===== src/rtl/vram_blit_writer.sv =====
// VRAM write-side blit engine: fill and forward-copy commands, executed only in
// VRAM slots granted by the video generator through blit_cycle_i.
module vram_blit_writer #(
    parameter int ADDR_W = 16,
    parameter int DATA_W = 16,
    parameter int CNT_W  = 16
) (
    input  logic              clk,
    input  logic              reset_i,
    input  logic              blit_cycle_i,
    input  logic              cmd_valid_i,
    output logic              cmd_ready_o,
    input  logic              cmd_copy_i,
    input  logic [ADDR_W-1:0] cmd_dst_i,
    input  logic [ADDR_W-1:0] cmd_src_i,
    input  logic [CNT_W-1:0]  cmd_count_i,
    input  logic [DATA_W-1:0] cmd_fill_i,
    output logic              vram_sel_o,
    output logic              vram_wr_o,
    output logic [ADDR_W-1:0] vram_addr_o,
    output logic [DATA_W-1:0] vram_data_o,
    input  logic [DATA_W-1:0] vram_data_i,
    output logic              busy_o,
    output logic              done_o
);

    typedef enum logic [2:0] {IDLE, FILL, COPY_RD, COPY_WAIT, COPY_WR} state_t;

    state_t            state, state_n;
    logic              req, req_n;
    logic              wr_n;
    logic [ADDR_W-1:0] addr_n, dst, dst_n, src, src_n;
    logic [DATA_W-1:0] data_n;
    logic [CNT_W-1:0]  cnt, cnt_n;
    logic              done_n;
    logic              grant;

    assign grant       = req & blit_cycle_i;
    assign vram_sel_o  = grant;
    assign cmd_ready_o = (state == IDLE);
    assign busy_o      = (state != IDLE);

    always_ff @(posedge clk) begin
        if (reset_i) begin
            state       <= IDLE;
            req         <= 1'b0;
            vram_wr_o   <= 1'b0;
            vram_addr_o <= '0;
            vram_data_o <= '0;
            dst         <= '0;
            src         <= '0;
            cnt         <= '0;
            done_o      <= 1'b0;
        end else begin
            state       <= state_n;
            req         <= req_n;
            vram_wr_o   <= wr_n;
            vram_addr_o <= addr_n;
            vram_data_o <= data_n;
            dst         <= dst_n;
            src         <= src_n;
            cnt         <= cnt_n;
            done_o      <= done_n;
        end
    end

    // vram_data_o doubles as the copy buffer: the word read in COPY_WAIT is
    // exactly the word presented for the following COPY_WR.
    always_comb begin
        state_n = state;
        req_n   = req;
        wr_n    = vram_wr_o;
        addr_n  = vram_addr_o;
        data_n  = vram_data_o;
        dst_n   = dst;
        src_n   = src;
        cnt_n   = cnt;
        done_n  = 1'b0;
        case (state)
            IDLE: begin
                if (cmd_valid_i) begin
                    dst_n = cmd_dst_i;
                    src_n = cmd_src_i;
                    cnt_n = cmd_count_i;
                    if (cmd_count_i == '0) begin
                        done_n = 1'b1;
                    end else if (cmd_copy_i) begin
                        state_n = COPY_RD;
                        req_n   = 1'b1;
                        wr_n    = 1'b0;
                        addr_n  = cmd_src_i;
                    end else begin
                        state_n = FILL;
                        req_n   = 1'b1;
                        wr_n    = 1'b1;
                        addr_n  = cmd_dst_i;
                        data_n  = cmd_fill_i;
                    end
                end
            end
            FILL: begin
                if (grant) begin
                    dst_n  = dst + ADDR_W'(1);
                    cnt_n  = cnt - CNT_W'(1);
                    addr_n = dst + ADDR_W'(1);
                    if (cnt == CNT_W'(1)) begin
                        state_n = IDLE;
                        req_n   = 1'b0;
                        wr_n    = 1'b0;
                        done_n  = 1'b1;
                    end
                end
            end
            COPY_RD: begin
                if (grant) begin
                    src_n   = src + ADDR_W'(1);
                    state_n = COPY_WAIT;
                    req_n   = 1'b0;
                end
            end
            COPY_WAIT: begin
                state_n = COPY_WR;
                req_n   = 1'b1;
                wr_n    = 1'b1;
                addr_n  = dst;
                data_n  = vram_data_i;
            end
            COPY_WR: begin
                if (grant) begin
                    dst_n = dst + ADDR_W'(1);
                    cnt_n = cnt - CNT_W'(1);
                    if (cnt == CNT_W'(1)) begin
                        state_n = IDLE;
                        req_n   = 1'b0;
                        wr_n    = 1'b0;
                        done_n  = 1'b1;
                    end else begin
                        state_n = COPY_RD;
                        wr_n    = 1'b0;
                        addr_n  = src;
                    end
                end
            end
            default: begin
                state_n = IDLE;
                req_n   = 1'b0;
            end
        endcase
    end

endmodule


===== config.mk =====
export PLATFORM = sky130hd
export DESIGN_NAME = vram_blit_writer
export DESIGN_NICKNAME = d
export VERILOG_FILES = /design/src/rtl/vram_blit_writer.sv
export SDC_FILE = /design/constraint.sdc
export NUM_CORES = 1
export LEC_CHECK = 0
export CORE_UTILIZATION = 45
export DETAILED_ROUTE_END_ITERATION = 6
export MAX_ROUTING_LAYER = met4
export PLACE_DENSITY = 0.72
export SYNTH_ARGS = -nofsm -noshare
export SYNTH_HDL_FRONTEND = slang
export SYNTH_SLANG_ARGS = --single-unit

===== constraint.sdc =====
create_clock -name clk -period 2.1 [get_ports clk]
set_input_delay 0.42 -clock clk [delete_from_list [all_inputs] [get_ports clk]]
set_output_delay 0.42 -clock clk [all_outputs]
set_load 0.05 [all_outputs]

Yosys cells after proc, flatten, opt, wreduce, memory -nomap -nowiden. Index checks and enable logic that the tools add are counted.

Bits in registers: 86. Logic and storage cells: 86. Output and inout port bits: 37.

Mux-type cells: 43. Reduce and logical (&&, ||, !) cells: 15. $add $sub $neg: 3. Equality and inequality tests: 15. Bitwise operators: 1.

Operators with widths (number): 2-to-1 mux 16 bit (14); case mux 16 bit (2 select lines) (4); case mux 16 bit (4 select lines) (1); adder 16 x 1 -> 16 bit, second input constant (2); 2-to-1 mux 3 bit (6); AND reduction 6 bit (3); equality test 16 x 1 -> 1 bit, second input constant (1); zero test 16 bit (1); inequality test 2 bit, second input constant (8); subtractor 16 x 1 -> 16 bit, second input constant (1); case mux 3 bit (5 select lines) (1); 2-to-1 mux 1 bit (12); case mux 1 bit (4 select lines) (2); equality test 3 x 2 -> 1 bit, second input constant (2); AND reduction 3 bit (2); nonzero test 2 bit (3); AND reduction 5 bit (1); 2-to-1 mux 2 bit (2); inequality test 2 x 1 -> 1 bit, second input constant (2); AND reduction 4 bit (1); nonzero test 4 bit (1); equality test 3 x 1 -> 1 bit, second input constant (1); equality test 3 bit, second input constant (1); zero test 3 bit (1); 4 further kinds (4).

Logic depth before layout (Yosys ltp).
Depth after elaboration: 4. Gate-level depth with buffers: 8. Mapped depth without buffers: 7.

Worst setup path after synthesis. No wires, ideal clock.

Path kind: flip-flop to flip-flop. From: reg state[1]. To: reg vram_addr_o[13]. Cell stages (with the launch flop): 8. Path buffers: 2. Required time: 2.008 ns. Data arrival time: 3.251 ns. Setup slack: -1.243 ns. Period minus slack after synthesis: 3.343 ns. Setup time: 0.092 ns. Path through: dfxtp_1 > clkbuf_1 > clkbuf_1 > nor3_1 > inv_1 > o22ai_1 > nor2_1 > o32ai_1.

Word-level cells in the longest chain between the ends: 3.

RTL lines: start: declaration (line 29) `state_t state, state_n;`; start signal: assignment (line 55) `state <= state_n;`; zero test 3 bit *; via cmd_ready_o (line 12) `output logic cmd_ready_o,`; inequality test 2 bit (no source line) or nonzero test 4 bit (tied branches); AND reduction 6 bit (no source line); end signal: assignment (line 58) `vram_addr_o <= addr_n;`; end: declaration (line 20) `output logic [ADDR_W-1:0] vram_addr_o,`.

The timed path passes the listed nets; every way through them passes the cells marked *. A chain may end at the register's enable or synchronous reset.

Final worst setup path.
From: reg cnt[13]. To: reg vram_addr_o[2].

Word-level cells in the longest chain between the ends: 3.

RTL lines: start: declaration (line 34) `logic [CNT_W-1:0] cnt, cnt_n;`; start signal: assignment (line 62) `cnt <= cnt_n;`; equality test 16 x 1 -> 1 bit (line 132) `if (cnt == CNT_W'(1)) begin`; inequality test 2 bit (no source line); AND reduction 6 bit (no source line).

Every way passes these cells.

==> flow_summary.ini <==
[floorplan]
fp-row-count = 40
die_y_um = 112.7
die_area_mm2 = 0.01269
initial_core_util_pct = 46.07
pin_count = 122
core_mm2 = 0.01196
die_x_um = 112.7

[drt]
vias_per_cell = 6.245
ant_nets = 0
drcViolationCount = 0
drtIter0Drc = 565
drt_pre_antenna_iters = 5
via_count = 6770
routedWlPerCell_um = 19.17
wirelength_um = 20780

[layout]
fill_cells = 1021
area_delta_synth_final_pct = 48.02
final_layout_size_suffix_gt1_share_pct = 19.53
antennaDiodeCount = 0
nNetsFinal = 1021
multi_input_comb_area_mm2 = 0.003636
final_util_pct = 68.19
seqCellArea_mm2 = 0.001723
finalInstanceArea_mm2 = 0.008157

[placement]
dp_hpwl_um = 15610
preCtsSetupSlack_ns = -0.3139
placed_area_mm2 = 0.007704
globalplace.congestion = 0.9646
portBuffers = 121

[outcome]
violations = negative setup slack
outcome = finished, violations left

[critical_path]
critPathCaptureType = register
cp-startpoint = cnt[13]
slowest_delay_ns = 0.54
cp-start-kind = register
cp.required_ns = 2.33
rrSetupSlack_ns = -0.08
cp_common_cell = or3_4
crit_chain = or4_4 > or3_4 > or3_4 > a21oi_1 > a211oi_2
cp.arrival_ns = 2.41
cp.buffers_inverters = 0
crit_fanout = 9
cp_top_family = simple AND/OR/NAND/NOR gates
path_class = register to register
r2r_start = cnt[13]
cp_slowest_cell = or4_4

[power_and_ir_drop]
p_sw_share_pct = 44.59
p_int_mw = 5.921
switchingPower_mw = 4.765
pwr-share-seq_pct = 25.2
finalPower_mw = 10.69
cellLeakagePower_nw = 3.133
vdd_drop_max_mv = 0.6730
power.density_mw_per_mm2 = 1310
p_clk_share_pct = 17.0
comb_power_share_pct = 57.7

[synth]
synth_seq_cells = 86
synthFlopType = dfxtp_1
yosysWarnings = 0
seq_area_frac_synth_pct = 31.24
postSynthNetCount = 836
synth_area_mm2 = 0.005510
avgSynthCellArea_um2 = 7.377
synth_edf_count = 0
async_flop_share_pct = 0
synth_cell_types = 66
synth_cells = 747

[cts]
clock-root-buffer = clkbuf_16
cts_buffer_depth = 2
clock_latency_ns = 0.35
cts_tree = yes
numCtsBuffers = 9
cts.sinks = 86
hold_buffers = 0
clk_pin_slew_ns = 0.06
htreeDepth = 3

[timing]
tns_ns = -0.3532
fin_worst_skew_ns = 0.008847
setup_ws_ns = -0.07754
hold_violations = 0
tightest_slew_ns = 0.5535
rsz0062_at_grt = true
final.period_utilization_pct = 103.7
min_period_ns = 2.178
fmax_mhz = 459.2
setup_violations = 11
slew_headroom_pct = 63.10
maxSlewViolCount = 0

[hold_path]
min_from = vram_addr_o[0]
hp-class = register to register

[flow_run]
drv_cap = 0

[global_route]
grt_pass1_wl_um = 32530
grt.overflow.total = 0
grt_usage_pct = 33.88
first_global_vias = 6339
antenna_found_initial = 0
grt_max_degree = 33
[placed cells by master (no fill, tap or decap), types with 6 or more instances in the layout]
cell type        instances
o31a_1                   6
dfxtp_1                 85
and3_1                  12
nand3_1                 40
o22ai_1                  9
o31ai_1                  7
or3_1                    6
clkdlybuf4s50_1        117
a211oi_1                14
nor3_1                  17
nor4_1                  14
nand2b_1                 8
a311oi_1                29
clkbuf_16                9
o21ai_1                  7
o21ai_0                 56
inv_1                   13
or2_2                    9
mux2i_1                 21
nor2_1                  74
buf_12                  11
a21oi_1                 58
o32ai_1                  9
nand2_1                 69
buf_4                  110
o21a_1                   6
a221oi_1                 6
nand4_1                 10
[worst min-delay path, stage by stage, from the launching register on]
cell and delay [ns]:
dfxtp_1 0.31, nand2_1 0.05, o21ai_1 0.05
[power by group through the flow]
stage / sequential (mW) / combinational, mW / clock [mW]
after floorplan: 3.38 / 2.78 / 0
after CTS: 2.67 / 5.93 / 1.83
after detailed placement: 2.70 / 5.82 / 0
after global placement: 2.67 / 5.71 / 0
after global routing: 2.77 / 6.59 / 1.90
final: 2.69 / 6.17 / 1.82
[path summary, 6_finish.rpt]
check / to / depth (start not counted)
worst max-delay path: vram_addr_o[2] / 5
worst min-delay path: vram_addr_o[0] / 2
worst max register to register: vram_addr_o[2] / 5
worst min register to register: vram_addr_o[0] / 2
[flip-flops by register name, summed over array words and instances (netlist names)]
| register | count |
|---|---|
| vram_data_o | 16 |
| state | 3 |
| req | 1 |
| dst | 16 |
| src | 16 |
| cnt | 16 |
| vram_wr_o | 1 |
| vram_addr_o | 16 |
| done_o | 1 |
[cell usage after synthesis, types with 3 or more instances]
master	number	area share, %
clkbuf_1	56	3.8
xor2_1	5	0.79
ha_1	4	0.91
buf_2	3	0.27
buf_1	7	0.48
dfxtp_1	86	31
a2bb2oi_1	3	0.48
nor2_1	75	5.1
o21a_1	6	0.82
inv_1	14	0.95
nand2b_1	8	0.91
nor3b_1	4	0.54
a211oi_1	17	2.3
a22oi_1	3	0.41
and2_1	4	0.45
a21oi_1	60	5.4
o31ai_1	7	0.95
o211ai_1	5	0.68
nand3_1	40	3.6
nand2_1	69	4.7
nor4_1	14	1.6
or4_1	4	0.54
o31a_1	6	0.95
nor3_1	20	1.8
nand4_1	10	1.1
mux2i_1	21	3.8
or2_2	9	1.0
or3_1	8	0.91
o21ai_0	62	5.6
or3b_2	4	0.64
and3_1	12	1.4
o22ai_1	10	1.1
a221oi_1	6	0.95
o221ai_1	3	0.48
o32ai_1	10	1.6
xnor2_1	3	0.48
a311oi_1	29	4.6
[cell type report]
class | count | share of cell area, %
Multi-Input combinational cell | 582 | 44.58
Sequential cell | 86 | 21.12
Inverter | 14 | 0.6903
Clock inverter | 3 | 0.7977
Timing Repair Buffer | 239 | 27.24
Clock buffer | 13 | 3.313
Tap cell | 147 | 2.255
[routing by layer]
metal / up-vias / global-route usage, % / share of wire, %
met2: 333 / 54.53 / 48
li1: 3183 / - / -
met1: 3184 / 41.18 / 41
met3: 70 / 5.346 / 7.7
met5: - / - / 0
met4: 0 / 16.89 / 4.1
[kinds of logic after synthesis]
| kind of cell | Yosys count | synth area share (%) |
|---|---|---|
| compound gates | 251 | 30.25 |
| xor+xnor | 8 | 1.272 |
| fa+ha+maj | 4 | 0.9083 |
| buf+inv | 80 | 5.518 |
| flops | 86 | 31.24 |
| mux | 23 | 4.223 |
| simple gates | 295 | 26.59 |
[per-stage QoR]
| step | cells | hold slack (ns) |
|---|---|---|
| after floorplan | 747 | 0.4482 |
| after global placement | 1066 | 0.4459 |
| after detailed placement | 1066 | 0.4417 |
| after CTS | 1083 | 0.4496 |
| after global routing | 1084 | 0.4758 |
| final | 1084 | 0.4455 |
[timing repair]
item                                    CTS  global route
pin swaps                                 4             4
endpoints found under the setup margin   19            20
endpoints found under the hold margin     0             0
gates resized for setup                   9            13
setup buffers                             0             2
cloned                                    1             0
No activity file was read; power rests on OpenSTA's default activity.
